## src/rtl/control_fsm_pkg.sv

```systemverilog
// control_fsm_pkg: states, opcodes, ALU codes and select encodings shared by control and datapath
package control_fsm_pkg;
  typedef enum logic [2:0] {S_IDLE, S_FETCH, S_EXEC, S_COMMIT, S_HALT} state_t;
  localparam logic [5:0] OP_LD   = 6'h20;
  localparam logic [5:0] OP_ST   = 6'h21;
  localparam logic [5:0] OP_BR   = 6'h22;
  localparam logic [5:0] OP_BZ   = 6'h23;
  localparam logic [5:0] OP_BPL  = 6'h24;
  localparam logic [5:0] OP_BMI  = 6'h25;
  localparam logic [5:0] OP_CALL = 6'h26;
  localparam logic [5:0] OP_RET  = 6'h27;
  localparam logic [5:0] OP_PUSH = 6'h28;
  localparam logic [5:0] OP_POP  = 6'h29;
  localparam logic [5:0] OP_HALT = 6'h3F;
  localparam logic [3:0] ALU_ADD = 4'h0;
  localparam logic [1:0] PC_SEQ = 2'd0, PC_ALU = 2'd1, PC_MEM = 2'd2;
  localparam logic [1:0] A1_RS = 2'd0, A1_PC = 2'd1, A1_SP = 2'd2;
  localparam logic A2_RT = 1'b0, A2_IMM = 1'b1;
  localparam logic DST_RD = 1'b0, DST_RT = 1'b1;
  localparam logic WB_ALU = 1'b0, WB_MEM = 1'b1;
  localparam logic MA_ALU = 1'b0, MA_SP = 1'b1;
  localparam logic MD_PC4 = 1'b0, MD_RT = 1'b1;
  localparam logic SPU_DEC = 1'b0, SPU_INC = 1'b1;
  localparam logic SPL_DEC = 1'b0, SPL_SP = 1'b1;
  localparam logic SPW_ADDER = 1'b0, SPW_MEM = 1'b1;
  typedef struct packed {
    logic       reg_dst_sel;
    logic [1:0] alu_sel1;
    logic       alu_sel2;
    logic [3:0] alu_op;
    logic [1:0] pc_sel;
    logic       sp_update_sel;
    logic       sp_load_sel;
    logic       sp_write_sel;
    logic       mem_addr_sel;
    logic       mem_data_sel;
    logic       reg_write_sel;
    logic       reg_write;
    logic       mem_write;
    logic       sp_write;
    logic       pc_write;
  } ctrl_t;
  function automatic logic is_defined(input logic [5:0] op);
    return op <= OP_POP || op == OP_HALT;
  endfunction
endpackage

```

## src/rtl/control_fsm_decode.sv

```systemverilog
// ctrl_decode: combinational map from opcode and flags to the select/strobe bundle
module ctrl_decode
  import control_fsm_pkg::*;
(
  input  logic [5:0] op,
  input  logic       eqz,
  input  logic       gz,
  input  logic       lz,
  output ctrl_t      ctl
);
  logic taken;
  assign taken = op == OP_BR || (op == OP_BZ && eqz) || (op == OP_BPL && gz) || (op == OP_BMI && lz);
  // decode one opcode; undefined opcodes fall through as a NOP that only advances the pc
  always_comb begin
    ctl = '0;
    ctl.alu_op = ALU_ADD;
    ctl.pc_write = 1'b1;
    if (op[5:4] == 2'b00) begin
      ctl.alu_op = op[3:0];
      ctl.reg_dst_sel = DST_RD;
      ctl.reg_write = 1'b1;
    end else if (op[5:4] == 2'b01) begin
      ctl.alu_op = op[3:0];
      ctl.alu_sel2 = A2_IMM;
      ctl.reg_dst_sel = DST_RT;
      ctl.reg_write = 1'b1;
    end else begin
      case (op)
        OP_LD: begin
          ctl.alu_sel2 = A2_IMM;
          ctl.reg_dst_sel = DST_RT;
          ctl.reg_write_sel = WB_MEM;
          ctl.reg_write = 1'b1;
        end
        OP_ST: begin
          ctl.alu_sel2 = A2_IMM;
          ctl.mem_data_sel = MD_RT;
          ctl.mem_write = 1'b1;
        end
        OP_BR, OP_BZ, OP_BPL, OP_BMI: begin
          ctl.alu_sel1 = A1_PC;
          ctl.alu_sel2 = A2_IMM;
          ctl.pc_sel = taken ? PC_ALU : PC_SEQ;
        end
        OP_CALL: begin
          ctl.alu_sel1 = A1_PC;
          ctl.alu_sel2 = A2_IMM;
          ctl.pc_sel = PC_ALU;
          ctl.mem_addr_sel = MA_SP;
          ctl.sp_load_sel = SPL_DEC;
          ctl.mem_data_sel = MD_PC4;
          ctl.sp_update_sel = SPU_DEC;
          ctl.sp_write_sel = SPW_ADDER;
          ctl.mem_write = 1'b1;
          ctl.sp_write = 1'b1;
        end
        OP_RET: begin
          ctl.mem_addr_sel = MA_SP;
          ctl.sp_load_sel = SPL_SP;
          ctl.pc_sel = PC_MEM;
          ctl.sp_update_sel = SPU_INC;
          ctl.sp_write = 1'b1;
        end
        OP_PUSH: begin
          ctl.mem_addr_sel = MA_SP;
          ctl.sp_load_sel = SPL_DEC;
          ctl.mem_data_sel = MD_RT;
          ctl.sp_update_sel = SPU_DEC;
          ctl.mem_write = 1'b1;
          ctl.sp_write = 1'b1;
        end
        OP_POP: begin
          ctl.mem_addr_sel = MA_SP;
          ctl.sp_load_sel = SPL_SP;
          ctl.reg_dst_sel = DST_RT;
          ctl.reg_write_sel = WB_MEM;
          ctl.sp_update_sel = SPU_INC;
          ctl.reg_write = 1'b1;
          ctl.sp_write = 1'b1;
        end
        OP_HALT: ctl.pc_write = 1'b0;
        default: ctl.pc_write = 1'b1;
      endcase
    end
  end
endmodule

```

## src/rtl/control_fsm.sv

```systemverilog
// control_fsm: instruction sequencer (IDLE/FETCH/EXEC/COMMIT/HALT); ILLEGAL_OP_TRAP_EN halts on undefined opcodes
module control_fsm
  import control_fsm_pkg::*;
#(
  parameter int MEM_WAIT = 1
) (
  input  logic        write_clk,
  input  logic        rst,
  input  logic        run,
  input  logic [5:0]  opcode,
  input  logic        eqz,
  input  logic        gz,
  input  logic        lz,
  output logic        reg_dst_sel,
  output logic [1:0]  alu_sel1,
  output logic        alu_sel2,
  output logic [3:0]  alu_op,
  output logic [1:0]  pc_sel,
  output logic        sp_update_sel,
  output logic        sp_load_sel,
  output logic        sp_write_sel,
  output logic        mem_addr_sel,
  output logic        mem_data_sel,
  output logic        reg_write_sel,
  output logic        reg_write_signal,
  output logic        mem_write_signal,
  output logic        sp_write_signal,
  output logic        pc_write_signal,
  output logic        halted,
  output logic        illegal_op,
  output logic [15:0] instr_count
);
  state_t     state, state_n;
  logic [5:0] op_q;
  logic [3:0] wait_q;
  ctrl_t      ctl, sel;
  logic       active, commit, trap;
  ctrl_decode u_decode (.op(op_q), .eqz(eqz), .gz(gz), .lz(lz), .ctl(ctl));
`ifdef ILLEGAL_OP_TRAP_EN
  logic illegal_q;
  assign trap = !is_defined(op_q);
  assign illegal_op = illegal_q;
  // sticky trap flag, raised when an undefined opcode commits
  always_ff @(posedge write_clk) begin
    if (rst) illegal_q <= 1'b0;
    else if (state == S_COMMIT && trap) illegal_q <= 1'b1;
  end
`else
  assign trap = 1'b0;
  assign illegal_op = 1'b0;
`endif
  assign active = state == S_EXEC || state == S_COMMIT;
  assign commit = state == S_COMMIT && !rst;
  assign sel = active ? ctl : '0;
  assign halted = state == S_HALT;
  assign {reg_dst_sel, alu_sel1, alu_sel2, alu_op, pc_sel} = {sel.reg_dst_sel, sel.alu_sel1, sel.alu_sel2, sel.alu_op, sel.pc_sel};
  assign {sp_update_sel, sp_load_sel, sp_write_sel} = {sel.sp_update_sel, sel.sp_load_sel, sel.sp_write_sel};
  assign {mem_addr_sel, mem_data_sel, reg_write_sel} = {sel.mem_addr_sel, sel.mem_data_sel, sel.reg_write_sel};
  assign reg_write_signal = commit & ctl.reg_write;
  assign mem_write_signal = commit & ctl.mem_write;
  assign sp_write_signal = commit & ctl.sp_write;
  assign pc_write_signal = commit & ctl.pc_write & !trap;
  // next state: EXEC holds for MEM_WAIT cycles, COMMIT returns to FETCH only while run stays high
  always_comb begin
    state_n = state;
    case (state)
      S_IDLE:   state_n = run ? S_FETCH : S_IDLE;
      S_FETCH:  state_n = S_EXEC;
      S_EXEC:   state_n = wait_q == 4'(MEM_WAIT - 1) ? S_COMMIT : S_EXEC;
      S_COMMIT: state_n = (op_q == OP_HALT || trap) ? S_HALT : run ? S_FETCH : S_IDLE;
      default:  state_n = S_HALT;
    endcase
  end
  // state, latched opcode, EXEC wait counter and retired-instruction count
  always_ff @(posedge write_clk) begin
    if (rst) begin
      state <= S_IDLE;
      op_q <= '0;
      wait_q <= '0;
      instr_count <= '0;
    end else begin
      state <= state_n;
      if (state == S_FETCH) op_q <= opcode;
      wait_q <= state == S_EXEC ? wait_q + 4'd1 : 4'd0;
      if (state == S_COMMIT) instr_count <= instr_count + 16'd1;
    end
  end
endmodule

```

## config.mk

```make
export PLATFORM = sky130hd
export DESIGN_NAME = control_fsm
export DESIGN_NICKNAME = d
export VERILOG_FILES = /design/src/rtl/control_fsm_pkg.sv /design/src/rtl/control_fsm_decode.sv /design/src/rtl/control_fsm.sv
export SDC_FILE = /design/constraint.sdc
export NUM_CORES = 1
export LEC_CHECK = 0
export ABC_CLOCK_PERIOD_IN_PS = 2800
export CAP_MARGIN = 20
export CORE_MARGIN = 3
export CORE_UTILIZATION = 51
export DETAILED_ROUTE_END_ITERATION = 8
export GPL_TIMING_DRIVEN = 0
export PLACE_DENSITY = 0.89
export SETUP_SLACK_MARGIN = 0.3
export SLEW_MARGIN = 15
export SYNTH_ARGS = -nofsm -noshare
export SYNTH_HDL_FRONTEND = slang
export SYNTH_HIERARCHICAL = 1
export SYNTH_SLANG_ARGS = --single-unit
```

## constraint.sdc

```tcl
create_clock -name write_clk -period 2.8 [get_ports write_clk]
set_input_delay 0.84 -clock write_clk [delete_from_list [all_inputs] [get_ports write_clk]]
set_output_delay 0.84 -clock write_clk [all_outputs]
set_load 0.02 [all_outputs]
```

==> results of run 1 <==
==> registers in the layout, indices dropped and copies added, names as in the netlist <==
| name | cells |
|---|---|
| wait_q | 4 |
| state | 3 |
| op_q | 6 |
| instr_count | 16 |
==> timing repair <==
item | in CTS | in global routing
cloned | 0 | 0
endpoints found under the setup margin | 19 | 18
resized for setup | 68 | 27
pin swaps | 3 | 4
setup buffers | 2 | 1
==> per-layer routing <==
metal  wire [µm]  vias up  GRT usage (%)
li1            -      807              -
met5           0        -              0
met1        1646      755          23.27
met3         269        3          5.448
met4          27        0          7.124
met2        2029       56          36.26
==> cell type report <==
type	instances	area (µm²)
Clock inverter	2	10.01
Sequential cell	29	595.6
Inverter	3	11.26
Multi-Input combinational cell	159	1057
Buffer	18	131.4
Fill cell	235	759.5
Clock buffer	6	41.29
Timing Repair Buffer	48	466.7
Tap cell	44	55.05
==> synth_stat cells, types with 2 or more instances <==
master     n
a21oi_1    7
and2_1    24
and2b_1    2
and3_1     3
buf_2      2
buf_4     10
clkbuf_1   5
conb_1     2
dfxtp_1   29
ha_1       3
inv_1      3
mux2i_1    6
nand2_1   14
nand3_1   11
nand4_1    5
nand4b_1   2
nor2_1    26
nor2b_1    5
nor3_1     3
nor3b_2    4
o21ai_0    4
o31ai_1    2
or3_1      3
or4_1      2
xnor2_1    2
xor2_1    11
==> power by group <==
part,internal (mW),switching [mW],leakage (nW)
combinational,0.0992,0.111,0.704
sequential,0.430,0.0201,0.239
clock,0.0954,0.148,0.0320
==> metrics by stage <==
step	instance area (µm²)	util [%]	total power [mW]	TNS (ns)	instances
6_report	2369	75.72	0.9040	0	309
5_1_grt	2369	75.72	0.9545	0	309
4_1_cts	2326	74.36	0.8990	0	308
3_5_place_dp	2232	71.36	0.6397	-0.7862	298
3_3_place_gp	2232	71.36	0.6327	-0.7525	298
2_1_floorplan	1727	-	0.5837	0	209
==> layout by cell type, fill, tap and decap left out, types with 4 or more instances in the layout <==
cell	count
a21oi_1	6
and2_1	23
buf_2	4
buf_4	10
buf_6	7
clkbuf_2	5
clkbuf_4	6
clkdlybuf4s15_2	4
clkdlybuf4s50_1	23
dfxtp_1	21
dfxtp_2	6
mux2i_1	6
nand2_1	14
nand3_1	10
nand4_1	5
nor2_1	25
o21ai_0	4
xor2_1	11
==> cells by family after synthesis <==
kind of cell | count (synthesis)
adders and majority gates | 3
xor gates and xnor gates | 14
muxes | 6
AOI/OAI and AO/OA | 19
DFF | 29
buffers and inverters | 21
other | 2
and+or+nand+nor | 114
==> worst paths after layout <==
| path | end | depth (start not counted) | slack, ns | start |
|---|---|---|---|---|
| worst max-delay path | reg_dst_sel | 7 | 0.26 | op_q[3] |
| worst min register to register | wait_q[0] | 1 | 0.48 | wait_q[0] |
| worst min-delay path | wait_q[0] | 1 | 0.48 | wait_q[0] |
| worst max register to register | instr_count[15] | 4 | 1.19 | instr_count[6] |
==> impl_metrics.ini, run 1 <==
[synthesis]
synth_compound_area_share_pct = 7.117
synth-xor-area-share_pct = 7.553
syn_inst = 208
async_flop_share_pct = 0
synth_flop_cell = dfxtp_1
synth_top_area_share_pct = 33.70
synthAdderAreaFrac_pct = 2.179
avgSynthCellArea_um2 = 8.283
synth_edf_count = 0
muxShareOfSynthArea_pct = 3.486
synth_top_family_by_area = simple AND/OR/NAND/NOR gates
synth-simple-area-share_pct = 38.63
synth.largest_area_cell = dfxtp_1
synth_area_um2 = 1723
yosysWarnings = 6
yosysSeqAreaShare_pct = 33.70
synthDistinctLibCells = 44
synth_area_leaders = dfxtp_1 34%, and2_1 8.7%, nor2_1 5.7%
ys_seq_elements = 29

[cells_and_area]
num_antenna_cells = 0
area_delta_synth_final_pct = 37.47
layout.nets = 279
drive_above_1_share_pct = 24.53

[pwr]
power_density_nw_per_um2 = 381.7
ir_drop_uv = 300.4
leakagePower_nw = 0.9750

[critical_path]
crit_type = reg -> out
crit_fanout = 7
max_stage_delay_ns = 0.34
crit_family = buffers and inverters
worstPathRequired_ns = 1.96
arrival_ns = 1.70
worst-path-buf-inv = 3
crit_path_end_kind = output port
crit_chain = buf_6, buf_12, xnor2_2, nand3_2, nand2_1, and2_1, clkdlybuf4s15_2
critPathLaunchType = flip-flop
slowest_stage = dfxtp_2

[global_routing]
grt_max_degree = 13
first_global_vias = 1550
antenna_found_initial = 0
grt_pass1_wl_mm = 6.672
globalRouteOverflowTotal = 0
grt_usage_pct = 20.38

[clock_network]
cts_tree = done
cts_root_buf = clkbuf_4
clock_path_buffers = 2
cts.clk_slew.worst_paths_ns = 0.09
clock_latency_ns = 0.33
hold_buffers = 0
cts_buffers = 5
htreeDepth = 2
cts_sinks = 29

[floorplan]
coreArea_um2 = 3128
die_x_um = 64.12
start_util_pct = 55.08
ios = 50
die-height_um = 64.12
dieArea_um2 = 4111
fp-row-count = 20

[place]
gp_congestion = 0.8255
portBuffers = 45
detailedPlace.worstSlack_ns = -0.4002
dp_hpwl_mm = 2.881

[sta]
rsz0062_at_grt = yes
setup_ws_ns = 0.2562
maxSlewViolCount = 0
relSlewSlack_pct = 57.49
fmax_mhz = 393.1
worst_slew_pin_slew_ns = 0.6349
fin_crit_ns = 2.544
hold_ws_ns = 0.4765
fin_worst_skew_ns = 0.006191
hold_viol_final = 0
finalSetupViolCount = 0
finalCritPeriodShare_pct = 90.85

[run]
drv_cap = 0

[detailed_routing]
route.vias.total = 1621
via_per_inst = 5.246
dr.pass1.iters = 4
routed_wirelength_mm = 3.972
drcViolationCount = 0
drtIter0Drc = 82
ant_nets = 0
wl_per_cell_um = 12.85

[hold_path]
hold_class = reg -> reg

[status]
status = finished clean
Power figures use the tool's default switching activity.
==> run 2: changes to the inputs <==
--- a/config.mk
+++ b/config.mk
@@ -6,7 +6,6 @@
 export NUM_CORES = 1
 export LEC_CHECK = 0
 export ABC_CLOCK_PERIOD_IN_PS = 2800
-export CAP_MARGIN = 20
 export CORE_MARGIN = 3
 export CORE_UTILIZATION = 51
 export DETAILED_ROUTE_END_ITERATION = 8
==> results of run 2 <==
Same layout as run 1: the final DEF is identical, and so are final timing and power.
==> run 3: changes to the inputs <==
--- a/config.mk
+++ b/config.mk
@@ -6,7 +6,7 @@
 export NUM_CORES = 1
 export LEC_CHECK = 0
 export ABC_CLOCK_PERIOD_IN_PS = 2800
-export CORE_MARGIN = 3
+export CORE_MARGIN = 2
 export CORE_UTILIZATION = 51
 export DETAILED_ROUTE_END_ITERATION = 8
 export GPL_TIMING_DRIVEN = 0
==> run 3 against run 2 <==
Net effect:
- count of clock-buffer cells in the layout rose by 2
- sequential share of layout area fell by 0.16 points
- via count fell by 1.8%
- maximum frequency rose by 1.5%
- routed wire length rose by 0.91%
- clock power fell by 2%
==> impl_metrics.ini, run 3 (same netlist as run 1, synthesis figures left out) <==
[critical_path]
crit_fanout = 5
crit_path_end_kind = output port
slowest_stage = dfxtp_2
worstPathRequired_ns = 1.96
crit_type = reg -> out
critPathLaunchType = flip-flop
startpoint = op_q[2]
crit_chain = buf_6, nor2b_2, a21oi_2, nor2_1, buf_4, and2_1, buf_6
r2r-start = instr_count[6]
max_stage_delay_ns = 0.34
crit_top_cell = buf_6
arrival_ns = 1.67

[cells_and_area]
largest_reg_flops = 16
top_register = instr_count
final_cell_area_um2 = 2369
instances_no_fill = 313
layout_common_cells = 24 x nor2_1, 24 x dfxtp_1, 23 x clkdlybuf4s50_1
reg_top3 = instr_count: 16 flops, op_q: 6 flops, wait_q: 4 flops
fin_util_pct = 72.11
num_antenna_cells = 0
layout.nets = 281
area_delta_synth_final_pct = 37.47
drive_above_1_share_pct = 24.72
fill_cells = 258

[floorplan]
die-height_um = 62.12
fp-row-count = 21
die_x_um = 62.12
dieArea_um2 = 3859
start_util_pct = 52.46
coreArea_um2 = 3284
ios = 50

[global_routing]
first_global_vias = 1522
grt_pass1_wl_mm = 6.699
antenna_found_initial = 0
grt_usage_pct = 21.82
globalRouteOverflowTotal = 0
grt_max_degree = 13

[sta]
worst_slew_pin_slew_ns = 0.6445
fin_crit_ns = 2.507
relSlewSlack_pct = 56.85
setup_ws_ns = 0.2932
fmax_mhz = 398.9
maxSlewViolCount = 0
hold_viol_final = 0
fin_worst_skew_ns = 0.005901
finalCritPeriodShare_pct = 89.53
finalSetupViolCount = 0
rsz0062_at_grt = yes

[pwr]
total_power_mw = 0.9052
power_density_nw_per_um2 = 382.2
ir_drop_uv = 195.3
leakagePower_nw = 0.9815

[clock_network]
clock_latency_ns = 0.32
cts_root_buf = clkbuf_4
cts_sinks = 29
cts.clk_slew.worst_paths_ns = 0.09
cts_buffers = 5
clock_path_buffers = 2
cts_tree = done
htreeDepth = 2

[detailed_routing]
drtIter0Drc = 49
drcViolationCount = 0
wl_per_cell_um = 12.81
dr.pass1.iters = 4
routed_wirelength_mm = 4.008
ant_nets = 0
via_per_inst = 5.086
route.vias.total = 1592

[place]
dp_cells = 300
portBuffers = 45
dp_hpwl_mm = 2.697
gp_congestion = 0.7940
dpl_cell_area_um2 = 2235
detailedPlace.worstSlack_ns = -0.3738

[hold_path]
min_from = instr_count[15]
hold_class = reg -> reg

[run]
drv_cap = 0

[status]
status = finished clean
run 3: cell types whose count changed in the layout (fill, tap and decap cells not counted), moves of 2 or more:
cell             change
clkdlybuf4s15_2      -2
clkinv_2             -2
dfxtp_2              -3
buf_4                +3
clkbuf_1             +2
dfxtp_1              +3
clkbuf_2             +2
run 3: layout make-up:
type | count | area, µm² | area share [%]
Multi-Input combinational cell | 159 | 1075 | 45.38
Buffer | 18 | 131.4 | 5.547
Tap cell | 46 | 57.56 | 2.430
Timing Repair Buffer | 50 | 452.9 | 19.12
Inverter | 3 | 11.26 | 0.4754
Clock buffer | 8 | 48.80 | 2.060
Sequential cell | 29 | 591.8 | 24.99
run 3: through the flow:
step,TNS (ns),hold WS (ns)
floorplan,0,0.4297
global placement,-0.7892,0.4422
detailed placement,-0.9509,0.4711
CTS,0,0.4840
global route,0,0.5110
finish,0,0.4792
run 3: per-layer routing:
metal | up-vias | wire, µm | part of all wire, % | global-route usage [%]
met1 | 734 | 1669 | 42 | 23.22
met5 | - | 0 | 0 | 0
met4 | 0 | 65 | 1.6 | 11.39
li1 | 808 | - | - | -
met3 | 5 | 241 | 6.0 | 7.609
met2 | 45 | 2031 | 51 | 38.04
run 3: path summary, 6_finish.rpt:
kind	slack, ns	cells after the start	endpoint
max	0.29	7	mem_addr_sel
min	0.48	2	instr_count[15]
max reg2reg	1.21	4	instr_count[15]
min reg2reg	0.48	2	instr_count[15]
run 3: power by group:
group | switching, mW | internal (mW) | leakage, nW
clock network | 0.139 | 0.0999 | 0.0265
registers | 0.0202 | 0.430 | 0.237
logic | 0.114 | 0.103 | 0.718
run 3: critical path, delay by kind of cell (launching register included):
| family | cells | cell delay, ns |
|---|---|---|
| DFF | 1 | 0.34 |
| AOI/OAI and AO/OA | 1 | 0.24 |
| buffers and inverters | 3 | 0.39 |
| and+or+nand+nor | 3 | 0.37 |
run 3: repair_timing:
| item | in CTS | in global routing |
|---|---|---|
| resized for setup | 68 | 30 |
| pin swaps | 5 | 7 |
| hold buffers | 0 | 0 |
| buffers inserted | 3 | 2 |
| endpoints found under the setup margin | 19 | 17 |
